File: config.mk
export PLATFORM = sky130hd
export DESIGN_NAME = text_line_streamer
export DESIGN_NICKNAME = d
export VERILOG_FILES = /design/src/rtl/text_line_streamer.sv
export SDC_FILE = /design/constraint.sdc
export NUM_CORES = 1
export LEC_CHECK = 0
export BUFFER_PORTS_ARGS = -buffer_cell sky130_fd_sc_hd__clkbuf_2
export CAP_MARGIN = 20
export CORE_ASPECT_RATIO = 0.5
export CORE_UTILIZATION = 46
export DETAILED_ROUTE_END_ITERATION = 7
export MAX_ROUTING_LAYER = met4
export PLACE_DENSITY = 0.6
export RECOVER_POWER = 25
export SLEW_MARGIN = 0
export SYNTH_ARGS = -nofsm -noshare
export SYNTH_HDL_FRONTEND = slang
export SYNTH_SLANG_ARGS = --single-unit
File: constraint.sdc
create_clock -name clk -period 3 [get_ports clk]
set_clock_uncertainty 0.15 [all_clocks]
set_input_delay 0.6 -clock clk [delete_from_list [all_inputs] [get_ports clk]]
set_output_delay 0.6 -clock clk [all_outputs]
set_load 0.05 [all_outputs]
File: src/rtl/text_line_streamer.sv
// Streams one text line (fixed label + decimal rendering of a binary value)
// as ASCII characters over a valid/ready handshake to the font renderer.
module text_line_streamer #(
    parameter int NUM_LINES = 2,
    parameter int LABEL_LEN = 6,
    parameter int VALUE_W   = 10,
    parameter int DIGITS    = 4,
    parameter int CHAR_W    = 7,
    parameter int ZERO_PAD  = 0,
    localparam int SEL_W    = (NUM_LINES > 1) ? $clog2(NUM_LINES) : 1,
    localparam int COL_W    = (LABEL_LEN + DIGITS > 1) ? $clog2(LABEL_LEN + DIGITS) : 1
) (
    input  logic              clk,
    input  logic              reset,
    input  logic              start,
    input  logic [SEL_W-1:0]  line_sel,
    input  logic [VALUE_W-1:0] value,
    output logic              busy,
    output logic              char_valid,
    input  logic              char_ready,
    output logic [CHAR_W-1:0] char_data,
    output logic [COL_W-1:0]  char_col,
    output logic              done
);

    // state       | meaning
    // IDLE        | waiting for start; line_sel/value latched on start
    // CONVERT     | double-dabble, one shift per cycle, VALUE_W cycles
    // EMIT_LABEL  | presenting label characters, columns 0..LABEL_LEN-1
    // EMIT_DIGITS | presenting decimal digits, most significant first
    // DONE        | one-cycle done pulse, then back to IDLE
    typedef enum logic [2:0] {
        IDLE,
        CONVERT,
        EMIT_LABEL,
        EMIT_DIGITS,
        DONE
    } state_t;

    localparam int BCD_W = 4 * (DIGITS + 1);
    localparam int CNT_W = (VALUE_W > 1) ? $clog2(VALUE_W) : 1;
    localparam int DIG_W = (DIGITS > 1) ? $clog2(DIGITS) : 1;

    localparam logic [COL_W-1:0]  LAST_LABEL_COL = COL_W'(LABEL_LEN - 1);
    localparam logic [COL_W-1:0]  LAST_COL       = COL_W'(LABEL_LEN + DIGITS - 1);
    localparam logic [CNT_W-1:0]  CNT_LOAD       = CNT_W'(VALUE_W - 1);
    localparam logic [CHAR_W-1:0] ASCII_ZERO     = CHAR_W'(8'h30);
    localparam logic [CHAR_W-1:0] ASCII_SPACE    = CHAR_W'(8'h20);

    localparam logic [47:0] LINE0 = 48'h73_63_6f_72_65_3a;
    localparam logic [47:0] LINE1 = 48'h74_65_61_6d_3a_00;

    state_t              state;
    logic [SEL_W-1:0]    sel_q;
    logic [VALUE_W-1:0]  bin_q;
    logic [BCD_W-1:0]    bcd_q;
    logic                ovf_q;
    logic [CNT_W-1:0]    cnt_q;
    logic [DIG_W-1:0]    dig_q;

    logic [BCD_W-1:0]    bcd_adj;
    logic [BCD_W-1:0]    bcd_next;
    logic                shift_out;
    logic                sat;
    logic                seen;
    logic [3:0]          nib;
    logic [CHAR_W-1:0]   dchar [DIGITS];

    // Label ROM: rows beyond the defined lines, and columns beyond the stored
    // six characters, read as 00.
    function automatic logic [CHAR_W-1:0] label_char(input logic [SEL_W-1:0] ln,
                                                     input logic [COL_W-1:0] c);
        logic [47:0] row;
        logic [7:0]  ch;
        row = 48'h0;
        ch  = 8'h00;
        if (int'(ln) < NUM_LINES) begin
            if (int'(ln) == 0) begin
                row = LINE0;
            end else if (int'(ln) == 1) begin
                row = LINE1;
            end
        end
        if (int'(c) < LABEL_LEN && int'(c) < 6) begin
            ch = 8'(row >> (8 * (5 - int'(c))));
        end
        return CHAR_W'(ch);
    endfunction

    always_comb begin
        bcd_adj = bcd_q;
        for (int k = 0; k < DIGITS + 1; k++) begin
            if (bcd_q[4*k +: 4] >= 4'd5) begin
                bcd_adj[4*k +: 4] = bcd_q[4*k +: 4] + 4'd3;
            end
        end
        bcd_next  = {bcd_adj[BCD_W-2:0], bin_q[VALUE_W-1]};
        shift_out = bcd_adj[BCD_W-1];
    end

    // Anything carried into the guard digit, or shifted past it, means the
    // value does not fit in DIGITS decimal places.
    assign sat = ovf_q || (bcd_q[BCD_W-1 -: 4] != 4'd0);

    always_comb begin
        seen  = 1'b0;
        nib   = 4'd0;
        dchar = '{default: '0};
        for (int k = 0; k < DIGITS; k++) begin
            nib = sat ? 4'd9 : bcd_q[4*(DIGITS-1-k) +: 4];
            if (nib != 4'd0) begin
                seen = 1'b1;
            end
            if (ZERO_PAD == 0 && !seen && k != DIGITS - 1) begin
                dchar[k] = ASCII_SPACE;
            end else begin
                dchar[k] = ASCII_ZERO + CHAR_W'(nib);
            end
        end
    end

    always_ff @(posedge clk) begin
        if (reset) begin
            state      <= IDLE;
            busy       <= 1'b0;
            char_valid <= 1'b0;
            char_data  <= '0;
            char_col   <= '0;
            done       <= 1'b0;
            sel_q      <= '0;
            bin_q      <= '0;
            bcd_q      <= '0;
            ovf_q      <= 1'b0;
            cnt_q      <= '0;
            dig_q      <= '0;
        end else begin
            done <= 1'b0;
            case (state)
                IDLE: begin
                    if (start) begin
                        sel_q    <= line_sel;
                        bin_q    <= value;
                        bcd_q    <= '0;
                        ovf_q    <= 1'b0;
                        cnt_q    <= CNT_LOAD;
                        dig_q    <= '0;
                        char_col <= '0;
                        busy     <= 1'b1;
                        state    <= CONVERT;
                    end
                end

                CONVERT: begin
                    bcd_q <= bcd_next;
                    bin_q <= bin_q << 1;
                    ovf_q <= ovf_q | shift_out;
                    if (cnt_q == '0) begin
                        char_valid <= 1'b1;
                        char_data  <= label_char(sel_q, '0);
                        char_col   <= '0;
                        state      <= EMIT_LABEL;
                    end else begin
                        cnt_q <= cnt_q - 1'b1;
                    end
                end

                EMIT_LABEL: begin
                    if (char_ready) begin
                        char_col <= char_col + 1'b1;
                        if (char_col == LAST_LABEL_COL) begin
                            dig_q     <= '0;
                            char_data <= dchar[0];
                            state     <= EMIT_DIGITS;
                        end else begin
                            char_data <= label_char(sel_q, char_col + 1'b1);
                        end
                    end
                end

                EMIT_DIGITS: begin
                    if (char_ready) begin
                        if (char_col == LAST_COL) begin
                            char_valid <= 1'b0;
                            char_data  <= '0;
                            char_col   <= '0;
                            done       <= 1'b1;
                            state      <= DONE;
                        end else begin
                            char_col  <= char_col + 1'b1;
                            dig_q     <= dig_q + 1'b1;
                            char_data <= dchar[dig_q + 1'b1];
                        end
                    end
                end

                DONE: begin
                    busy  <= 1'b0;
                    state <= IDLE;
                end

                default: begin
                    state <= IDLE;
                end
            endcase
        end
    end

endmodule

Word-level counts from Yosys, hierarchy flattened
Index checks and enable logic that the tools add are counted.
- register bits: 55
- memory bits (writable): 0
- input port bits: 15
- bits in latches: 0
- word-level logic and storage cells: 139
- bits in read-only memories: 0
- output and inout bits: 14
- memories kept: 0
- $lt $le $gt $ge: 7
- shift operators: 1
- reduce and logical (&&, ||, !) cells: 23
- bitwise logic cells: 4
- $add $sub $neg: 13
- eq/ne operators: 14
- div/mod/pow operators: 0
- mux-type cells: 65
- multiply operators: 0
- operators with widths (cell ; number):
    $mux W48 ; 4
    $mux W7 ; 11
    $mux W4 ; 16
    $shr A48 B32 Y7 ; 1
    $mux W43 ; 1
    $pmux W20 S2 ; 1
    $add A6 B4 Y7 const A ; 4
    $pmux W7 S3 ; 1
    $add A4 B2 Y4 const B ; 5
    $ge A4 B3 Y1 const B ; 5
    $mux W20 ; 1
    $pmux W10 S2 ; 1
    $reduce_bool A4 Y1 ; 5
    $mux W3 ; 6
    $ne A2 B2 Y1 const B ; 8
    $pmux W4 S4 ; 1
    $bmux W7 S2 ; 1
    $pmux W3 S4 ; 1
    $reduce_and A6 Y1 ; 2
    $mux W10 ; 1
    $mux W2 ; 5
    $mux W1 ; 9
    $pmux W4 S2 ; 1
    $reduce_and A4 Y1 ; 2
    other kinds (25) ; 34

Longest topological paths before layout
Gate-level depths: netlist (run 1).
- depth after elaboration: 14
- gate-level depth with buffers: 10
- depth with buffers taken out: 9

Worst setup path before layout (run 1)
Ideal clock, no wire load.
- path kind: flip-flop to flip-flop
- start point: register char_col[1]
- end point: register char_data[2]
- buffers on the path: 2
- path slack: 255 ps
- clock period less this slack: 2745 ps
- arrival time: 2464 ps
- setup time: 131 ps
- required time: 2719 ps
- cell stages (with the launch flop): 11
- cells stage by stage: dfxtp_1 inv_1 ha_1 clkbuf_1 inv_1 ha_1 clkbuf_1 mux2i_1 o22ai_1 a211oi_1 nor3_1
- word-level cells in the longest chain between the ends: 7
- elaborated cells on any way between the ends: 12
- those cells by class: 2 x add/sub; 1 x order compare; 2 x eq/ne; 1 x shift; 6 x mux
- ends and longest elaborated chain (what ; line ; RTL):
    start, declared ; 22 ; output logic [COL_W-1:0] char_col,
    start signal, assigned ; 169 ; char_col <= char_col + 1'b1;
    start signal, assigned ; 189 ; char_col <= char_col + 1'b1;
    $add A4 B1 Y4 ; 175 ; char_data <= label_char(sel_q, char_col + 1'b1);
    $sub A3 B4 Y5 ; 85 ; ch = 8'(row >> (8 * (5 - int'(c))));
    $shr A48 B32 Y7 ; 85 ;
    $mux W7 ; 84 ; if (int'(c) < LABEL_LEN && int'(c) < 6) begin
    $mux W7 ; 170 ; if (char_col == LAST_LABEL_COL) begin
    $mux W7 ; 168 ; if (char_ready) begin
    $pmux W7 S3 * ; 138 ; case (state)
    end signal, assigned ; 159 ; char_data <= label_char(sel_q, '0);
    end signal, assigned ; 172 ; char_data <= dchar[0];
    end signal, assigned ; 175 ;
    end, declared ; 21 ; output logic [CHAR_W-1:0] char_data,
Mark *: on every way between the ends. The rest lies on a longest branch, timed or not. The select of a mux whose other input is x is not followed.
A chain may end at the register's enable or synchronous reset.

Final worst setup path (run 1)
- start point: register state[0]
- end point: register bcd_q[19]
- word-level cells in the longest chain between the ends: 3
- elaborated cells on any way between the ends: 6
- those cells by class: 2 x eq/ne; 1 x mux; 3 x reduce/logical
- ends and longest elaborated chain (what ; line ; RTL):
    start, declared ; 53 ; state_t state;
    start signal, assigned ; 124 ; state <= IDLE;
    start signal, assigned ; 149 ; state <= CONVERT;
    start signal, assigned ; 161 ; state <= EMIT_LABEL;
    $eq A3 B1 Y1 / $logic_not A3 Y1 (equally long branches) ; 138 ;
    $reduce_bool A2 Y1 (no source line) / $ne A2 B2 Y1 (equally long branches) ; - ;
    $reduce_and A2 Y1 (no source line) ; - ;
    end signal, assigned ; 154 ; bcd_q <= bcd_next;
    end, declared ; 56 ; logic [BCD_W-1:0] bcd_q;
Parallel ways exist; a longest one is shown, timed or not.

==> flow_summary_export.csv, run 1 <==
group,metric,value,unit
setup_path,required,3.02,ns
timing,finalHoldViolCount,0,
drt,first_pass_iters,5,
floorplan,die-area,7350,µm²
clock_network,htreeDepth,2,
setup_path,crit_chain,"nor3b_4 -> clkbuf_2 -> nor2_1 -> buf_4 -> o21ai_0 -> a21oi_1",
layout,insertedDiodeCount,0,
setup_path,critPathKind,"reg -> reg",
floorplan,core-area,6730,µm²
drt,antenna_left,0,
global_routing,grt_pass1_vias,2537,
layout,nFillCells,659,
setup_path,max_stage_delay,0.66,ns
setup_path,critPathArrivalTime,2.45,ns
flow_run,maxCapViolCount,0,
clock_network,cts-root-buf,"clkbuf_16",
floorplan,ios,29,
setup_path,start_kind,"flop",
clock_network,tritoncts,"built",
timing,finalCriticalPeriod,2.43,ns
clock_network,cts_hold_buf,0,
power,total_power,0.00220,W
floorplan,row_count,21,
placement,gp_congestion,0.846,
logic_synthesis,async_flop_share,0,%
clock_network,clk_latency,0.29,ns
power,p_int,0.00143,W
logic_synthesis,netlist_instances,395,
layout,final_layout_size_suffix_gt1_share,10.7,%
clock_network,clock_sinks,55,
power,p_sw_share,35.2,%
clock_network,cts-resized-gates,0,
setup_path,cp_max_fo,32,
global_routing,grt_pass1_wl,12500,µm
clock_network,numCtsBuffers,5,
logic_synthesis,synth.yosys.seq_area_share,34.2,%
drt,viasPerCell,5.71,
clock_network,clockBufferDepth,2,
power,pwr-share-clk,30.9,%
power,p_comb_share,29.4,%
floorplan,initial_core_util,47.8,%
logic_synthesis,synth_edf_count,0,
floorplan,die_height,61.1,µm
power,peakVddDrop,0.244,mV
power,power.net_switching,0.000775,W
setup_path,cp-end-kind,"flop",
logic_synthesis,avgSynthCellArea,8.14,µm²
timing,tns,0,ns
power,p_seq_share,39.7,%
timing,rsz0062_at_grt,"false",
logic_synthesis,ys_dominant_reg_cell,"dfxtp_1",
global_routing,gr-total-overflow,0,
hold_path,worstHoldPathType,"reg -> reg",
logic_synthesis,synth_warnings,0,
timing,period_share,81.1,%
setup_path,cp_slowest_cell,"dfxtp_1",
timing,maxClockFrequency,411,MHz
clock_network,cts_setup_buffers,0,
floorplan,die_w,120,µm
global_routing,track_usage,22.7,%
timing,setup_viol,0,
logic_synthesis,mappedNetlistNets,426,
layout,final_net_count,442,
logic_synthesis,synth-seq-cells,55,
logic_synthesis,netlist_area,3220,µm²
power,p_leak,1.30,nW
clock_network,clkTransAtPathRegs,0.07,ns
layout,multi_input_area,1930,µm²
outcome,outcome,"finished, final reports clean",
timing,slew_headroom,56.7,%
layout,area_growth,11.0,%
global_routing,grt_max_degree,40,
placement,portBuffers,28,
power,power_density,617,nW/µm²
logic_synthesis,synth.distinct_cells,57,
placement,dp_hpwl,5330,µm
drt,routed_wl,7640,µm
drt,drc,0,
drt,wl_per_cell,15.2,µm
layout,register_area,1100,µm²
drt,drt_iter0_markers,273,
drt,num_vias,2876,
timing,slew_violations,0,
global_routing,grt_antenna_before_repair,0,
timing,worst_slew_pin_slew,0.650,ns
[critical path, delay by kind of cell, from the launching register on]
kind,cells,cell delay [ns]
buf+inv,2,0.80
flops,1,0.66
simple gates,2,0.39
compound gates,2,0.29
[logic make-up after synthesis]
logic type               synth area share (%)
adder cells (fa/ha/maj)                  6.23
buffers and inverters                    6.07
AO/OA/AOI/OAI                            23.2
XOR/XNOR                                 4.63
flip-flops                               34.2
multiplexers                             3.42
AND/OR/NAND/NOR                          22.3
[final timing paths]
kind	start	endpoint	slack, ns	depth (start not counted)
worst min register to register	bin_q[2]	bin_q[2]	0.31	2
worst max-delay path	state[0]	bcd_q[19]	0.57	6
worst max register to register	state[0]	bcd_q[19]	0.57	6
worst min-delay path	bin_q[2]	bin_q[2]	0.31	2
[synthesized netlist by cell type (all sizes together), types with 2 or more instances]
| library cell | count | area, µm² |
|---|---|---|
| dfxtp | 55 | 1100 |
| nor2 | 38 | 143 |
| a21oi | 35 | 175 |
| nand2 | 32 | 120 |
| inv | 20 | 75.1 |
| clkbuf | 19 | 72.6 |
| o21ai | 18 | 90.1 |
| a22oi | 17 | 128 |
| ha | 16 | 200 |
| xnor2 | 16 | 140 |
| nor3 | 15 | 75.1 |
| nand3 | 13 | 65.1 |
| nand2b | 9 | 56.3 |
| o211ai | 9 | 67.6 |
| buf | 8 | 47.5 |
| a21o | 7 | 52.6 |
| a32oi | 6 | 52.6 |
| nor2b | 6 | 37.5 |
| a211oi | 5 | 37.5 |
| mux4 | 4 | 90.1 |
| or3b | 4 | 37.5 |
| and2 | 3 | 20.0 |
| nand3b | 3 | 22.5 |
| nor4 | 3 | 25.0 |
| a311oi | 2 | 17.5 |
| a31oi | 2 | 12.5 |
| and3b | 2 | 17.5 |
| mux2i | 2 | 20.0 |
| o22ai | 2 | 12.5 |
| or2 | 2 | 12.5 |
| or3 | 2 | 12.5 |
| or4 | 2 | 15.0 |
| or4b | 2 | 20.0 |
[flip-flops by register name, indices dropped and copies added (netlist names)]
| signal | cells |
|---|---|
| bcd_q | 20 |
| bin_q | 10 |
| busy | 1 |
| char_col | 4 |
| char_data | 7 |
| char_valid | 1 |
| cnt_q | 4 |
| dig_q | 2 |
| done | 1 |
| ovf_q | 1 |
| sel_q | 1 |
| state | 3 |
[metal layers]
layer / wire length (µm) / part of all wire (%) / GRT usage [%] / vias up
met2: 3320 / 43 / 34.1 / 78
met4: 91 / 1.2 / 6.17 / 0
li1: - / - / - / 1452
met3: 442 / 5.8 / 4.63 / 9
met5: 0 / 0 / - / -
met1: 3780 / 50 / 31.2 / 1337
[power groups by stage]
stage,Combinational (W),Sequential [W],Clock (W)
2_1_floorplan,0.000423,0.000957,0
3_3_place_gp,0.000650,0.000884,0
3_5_place_dp,0.000652,0.000890,0
4_1_cts,0.000661,0.000874,0.000697
5_1_grt,0.000709,0.000884,0.000727
6_report,0.000646,0.000874,0.000680
[cells in the final DEF, fill, tap and decap left out, drive strengths merged, types with 2 or more instances in the layout]
| master | count |
|---|---|
| ha | 16 |
| buf | 6 |
| nand3b | 3 |
| nor4 | 3 |
| nor3 | 15 |
| or3b | 4 |
| mux2i | 2 |
| or4 | 2 |
| a32oi | 6 |
| inv | 20 |
| o21ai | 18 |
| mux4 | 4 |
| clkbuf | 36 |
| o22ai | 2 |
| nor2 | 38 |
| and3b | 2 |
| or4b | 2 |
| or3 | 2 |
| or2 | 2 |
| a21oi | 35 |
| xnor2 | 16 |
| dfxtp | 55 |
| a22oi | 17 |
| o211ai | 9 |
| nor2b | 6 |
| and2 | 3 |
| a311oi | 2 |
| a211oi | 5 |
| nand2 | 32 |
| a21o | 7 |
| nand3 | 13 |
| a31oi | 2 |
| nand2b | 9 |
[area by class of cell]
type / count / share of cell area [%]
multi-input combinational: 293 / 54.0
sequential: 55 / 30.9
timing repair buffer: 36 / 4.98
clock buffer: 6 / 3.89
tap: 92 / 3.23
inverter: 20 / 2.10
clock inverter: 2 / 0.982
[metrics by stage]
stage	hold slack, ns	utilization [%]	std cells	setup slack (ns)	area, µm²
6_report	0.313	53.1	504	0.567	3570
5_1_grt	0.335	53.1	504	0.328	3570
4_1_cts	0.315	53.4	504	0.602	3590
3_5_place_dp	0.305	50.8	496	0.647	3420
3_3_place_gp	0.293	50.8	496	0.690	3420
2_1_floorplan	0.287	-	395	0.255	3220
No activity file was read; power rests on OpenSTA's default activity.
==> run 2: changes to the inputs <==
- clock period: 3 -> 2.6 ns (I/O delays scaled with it)
==> flow_summary_export.csv, run 2 (synthesized netlist as in run 1, its figures left out) <==
group,metric,value,unit
outcome,outcome,"finished, final reports clean",
clock_network,tritoncts,"built",
layout,layout_common_cells,"dfxtp_1, nor2_1, a21oi_1",
timing,rsz0062_at_grt,"false",
power,p_sw_share,37.0,%
setup_path,critPathArrivalTime,2.44,ns
timing,worst_slack,0.224,ns
drt,drt_iter0_markers,227,
power,p_int,0.00155,W
clock_network,cts-resized-gates,0,
timing,tns,0,ns
layout,top_register,"bcd_q",
clock_network,clkTransAtPathRegs,0.07,ns
hold_path,worstHoldPathType,"in -> reg",
placement,placed_area,3440,µm²
global_routing,grt_max_degree,43,
global_routing,grt_pass1_vias,2545,
power,p_seq_share,41.2,%
timing,finalCriticalPeriod,2.38,ns
layout,final_area,3560,µm²
global_routing,track_usage,22.8,%
clock_network,cts_setup_buffers,0,
placement,dp_hpwl,5490,µm
placement,portBuffers,28,
setup_path,critPathCapture,"char_data[4]",
power,peakVddDrop,0.299,mV
timing,slew_headroom,59.4,%
global_routing,grt_pass1_wl,12600,µm
setup_path,reg2reg_depth,8,
drt,drc,0,
setup_path,start_kind,"flop",
layout,area_growth,10.8,%
floorplan,die_height,61.1,µm
global_routing,gr-total-overflow,0,
power,power.net_switching,0.000910,W
clock_network,clk_latency,0.30,ns
floorplan,die_w,120,µm
flow_run,maxCapViolCount,0,
setup_path,reg2reg_slack,0.22,ns
clock_network,htreeDepth,2,
power,p_leak,1.30,nW
setup_path,crit_start,"char_col[0]",
layout,final_common_cell,"dfxtp_1",
clock_network,cts-root-buf,"clkbuf_16",
setup_path,reg2reg_to,"char_data[4]",
timing,worst_hold_slack,0.280,ns
timing,finalHoldViolCount,0,
floorplan,die-area,7350,µm²
drt,routed_wl,7770,µm
drt,num_vias,2880,
setup_path,cp-end-kind,"flop",
layout,insertedDiodeCount,0,
placement,dp_slack,0.238,ns
timing,slew_violations,0,
drt,viasPerCell,5.69,
timing,setup_viol,0,
timing,period_share,91.4,%
layout,final_layout_size_suffix_gt1_share,11.1,%
clock_network,clock_sinks,55,
floorplan,initial_core_util,47.8,%
drt,first_pass_iters,5,
layout,largest_reg_flops,20,
power,total_power,0.00246,W
timing,worst_slew_pin_slew,0.609,ns
drt,antenna_left,0,
setup_path,worstReg2RegStart,"char_col[0]",
global_routing,grt_antenna_before_repair,0,
layout,reg.largest.list,"bcd_q: 20 flops, bin_q: 10 flops, char_data: 7 flops",
setup_path,cp_max_fo,15,
floorplan,row_count,21,
placement,gp_congestion,0.900,
timing,maxClockFrequency,421,MHz
drt,wl_per_cell,15.4,µm
power,power_density,690,nW/µm²
clock_network,clockBufferDepth,2,
clock_network,numCtsBuffers,5,
power,pwr-share-clk,28.1,%
floorplan,ios,29,
setup_path,required,2.67,ns
floorplan,core-area,6730,µm²
layout,final_net_count,445,
clock_network,cts_hold_buf,0,
power,p_comb_share,30.8,%
setup_path,critPathKind,"reg -> reg",
==> run 2: changes by cell type in the layout (fill, tap and decap cells not counted) <==
cell	before	now
buf_4	6	10
dfxtp_1	55	53
clkbuf_2	16	14
bufinv_16	1	0
or3b_4	1	0
or3b_1	1	2
dfxtp_2	0	2
clkbuf_1	14	15
==> run 2: worst max-delay path: stages, from the launching register on <==
cell and delay, ns:
dfxtp_2 0.49, ha_1 0.25, xnor2_1 0.15, inv_1 0.06
ha_1 0.48, nand2b_1 0.16, o21ai_0 0.21, a32oi_1 0.08
a211oi_1 0.25
==> run 2: worst min path at each step <==
stage	startpoint	end	slack, ns	cells past startpoint
after CTS	line_sel	sel_q	0.28	3
after global routing	line_sel	sel_q	0.32	3
after floorplan	bin_q[1]	bin_q[1]	0.29	2
after detailed placement	bin_q[2]	bin_q[2]	0.30	2
final	line_sel	sel_q	0.28	3
after global placement	bin_q[1]	bin_q[1]	0.29	2
==> run 2: final cells by class <==
| class | count | area [µm²] |
|---|---|---|
| Clock buffer | 6 | 139 |
| Clock inverter | 1 | 5.00 |
| Tap cell | 92 | 115 |
| Fill cell | 673 | 3160 |
| Multi-Input combinational cell | 293 | 1920 |
| Timing Repair Buffer | 39 | 201 |
| Inverter | 20 | 75.1 |
| Sequential cell | 55 | 1100 |
==> run 2: power by group through the flow <==
stage / clock network [W] / logic (W) / registers (W)
6_report: 0.000690 / 0.000757 / 0.00101
5_1_grt: 0.000726 / 0.000827 / 0.00102
4_1_cts: 0.000701 / 0.000776 / 0.00101
3_5_place_dp: 0 / 0.000770 / 0.00103
3_3_place_gp: 0 / 0.000762 / 0.00102
2_1_floorplan: 0 / 0.000489 / 0.00110
==> run 2: layer usage <==
metal / GRT usage (%) / wire length, µm
met3: 4.54 / 325
met4: 6.53 / 87
met1: 29.9 / 3990
met2: 36.4 / 3370
met5: - / 0
==> run 2: metrics by stage <==
stage / utilization, % / cells
4_1_cts: 53.3 / 506
2_1_floorplan: - / 395
3_5_place_dp: 51.2 / 499
5_1_grt: 53.0 / 506
3_3_place_gp: 51.2 / 499
6_report: 53.0 / 506
==> run 3: changes to the inputs <==
- CORE_ASPECT_RATIO: 0.5 -> not set
==> flow_summary_export.csv, run 3 (synthesized netlist as in run 1, its figures left out) <==
group,metric,value,unit
floorplan,die-area,7330,µm²
setup_path,critPathKind,"reg -> reg",
setup_path,required,2.68,ns
global_routing,grt_pass1_vias,2562,
clock_network,htreeDepth,2,
power,p_sw_share,36.3,%
layout,reg.largest.list,"bcd_q: 20 flops, bin_q: 10 flops, char_data: 7 flops",
drt,drc,0,
layout,final_layout_size_suffix_gt1_share,11.8,%
timing,maxClockFrequency,419,MHz
global_routing,grt_max_degree,35,
layout,stdcell_count,495,
clock_network,clk_latency,0.32,ns
setup_path,worstReg2RegStart,"char_col[0]",
floorplan,core-area,6760,µm²
placement,dp_hpwl,5400,µm
clock_network,clockBufferDepth,2,
clock_network,cts_hold_buf,0,
timing,period_share,91.7,%
power,pwr-share-clk,27.6,%
drt,viasPerCell,5.73,
clock_network,clock_sinks,55,
layout,largest_reg_flops,20,
floorplan,row_count,30,
global_routing,grt_antenna_before_repair,0,
timing,rsz0062_at_grt,"false",
floorplan,initial_core_util,47.6,%
setup_path,start_kind,"flop",
drt,drt_iter0_markers,172,
global_routing,gr-total-overflow,0,
setup_path,crit_chain,"ha_1 -> xnor2_1 -> inv_1 -> ha_2 -> nor4_2 -> o221ai_1 -> a311oi_1",
layout,nFillCells,679,
drt,wl_per_cell,15.4,µm
layout,final_util,52.5,%
power,p_comb_share,31.3,%
timing,finalHoldViolCount,0,
layout,area_growth,10.4,%
power,p_int,0.00157,W
layout,top_register,"bcd_q",
clock_network,tritoncts,"built",
power,peakVddDrop,0.276,mV
hold_path,worstHoldPathType,"in -> reg",
setup_path,crit_buf_inv,1,
layout,final_common_cell,"dfxtp_1",
outcome,outcome,"finished, final reports clean",
setup_path,max_stage_delay,0.53,ns
drt,routed_wl,7630,µm
setup_path,critPathArrivalTime,2.47,ns
clock_network,cts-resized-gates,0,
placement,gp_congestion,0.881,
hold_path,worstHoldStart,"line_sel",
layout,final_net_count,445,
global_routing,track_usage,22.7,%
power,power.net_switching,0.000893,W
power,power_density,694,nW/µm²
floorplan,ios,29,
floorplan,die_w,85.6,µm
floorplan,die_height,85.6,µm
drt,num_vias,2838,
timing,worst_hold_slack,0.262,ns
timing,finalCriticalPeriod,2.39,ns
timing,setup_viol,0,
timing,tns,0,ns
setup_path,cp-end-kind,"flop",
clock_network,clkTransAtPathRegs,0.10,ns
flow_run,maxCapViolCount,0,
timing,slew_violations,0,
power,p_leak,1.30,nW
power,p_seq_share,41.1,%
setup_path,cp_top_family,"simple AND/OR/NAND/NOR gates",
timing,worst_slew_pin_slew,0.627,ns
drt,first_pass_iters,4,
placement,dp_cells,487,
setup_path,crit_start,"char_col[0]",
setup_path,cp_slowest_cell,"nor4_2",
layout,insertedDiodeCount,0,
drt,antenna_left,0,
clock_network,cts-root-buf,"clkbuf_8",
global_routing,grt_pass1_wl,13000,µm
setup_path,cp_max_fo,15,
clock_network,cts_setup_buffers,0,
clock_network,numCtsBuffers,5,
layout,layout_common_cells,"dfxtp_1, nor2_1, a21oi_1",
timing,slew_headroom,58.4,%
placement,portBuffers,28,
==> run 3: worst reg2reg max path, stage by stage (launching register included) <==
cell and delay (ns):
dfxtp_2 0.50, ha_1 0.26, xnor2_1 0.16, inv_1 0.07, ha_2 0.18, nor4_2 0.53
o221ai_1 0.23, a311oi_1 0.24
==> run 3: power groups by stage <==
stage | clock (W) | combinational [W] | sequential (W)
finish | 0.000679 | 0.000771 | 0.00101
global route | 0.000733 | 0.000850 | 0.00103
CTS | 0.000703 | 0.000787 | 0.00102
detailed placement | 0 | 0.000781 | 0.00103
global placement | 0 | 0.000780 | 0.00103
floorplan | 0 | 0.000489 | 0.00110
==> run 3: routing by layer <==
metal / track usage (%) / up-vias / part of all wire (%)
li1: - / 1450 / -
met1: 31.2 / 1327 / 50
met2: 34.8 / 48 / 46
met3: 3.27 / 13 / 2.6
met4: 6.67 / 0 / 1.7
met5: - / - / 0
==> run 3: final timing paths <==
check,to,slack (ns),cells after the start
worst max-delay path,char_data[0],0.21,7
worst min-delay path,sel_q,0.26,3
worst max register to register,char_data[0],0.21,7
worst min register to register,bin_q[9],0.31,2
==> run 3: per-stage QoR <==
stage | total power [W] | cell area [µm²] | setup WS, ns
4_1_cts | 0.00251 | 3570 | 0.179
6_report | 0.00246 | 3550 | 0.215
5_1_grt | 0.00261 | 3550 | 0.0610
3_3_place_gp | 0.00181 | 3440 | 0.278
2_1_floorplan | 0.00159 | 3220 | 0.0457
3_5_place_dp | 0.00182 | 3440 | 0.220
==> run 3: cell type report <==
| class | instances | area (µm²) | share of cell area [%] |
|---|---|---|---|
| multi-input cells | 293 | 1920 | 54.1 |
| flip-flops and latches | 55 | 1100 | 31.1 |
| repair buffers | 39 | 218 | 6.14 |
| well taps | 80 | 100 | 2.82 |
| inverters | 20 | 75.1 | 2.12 |
| clock buffers | 6 | 72.6 | 2.05 |
| clock inverters | 2 | 60.1 | 1.69 |
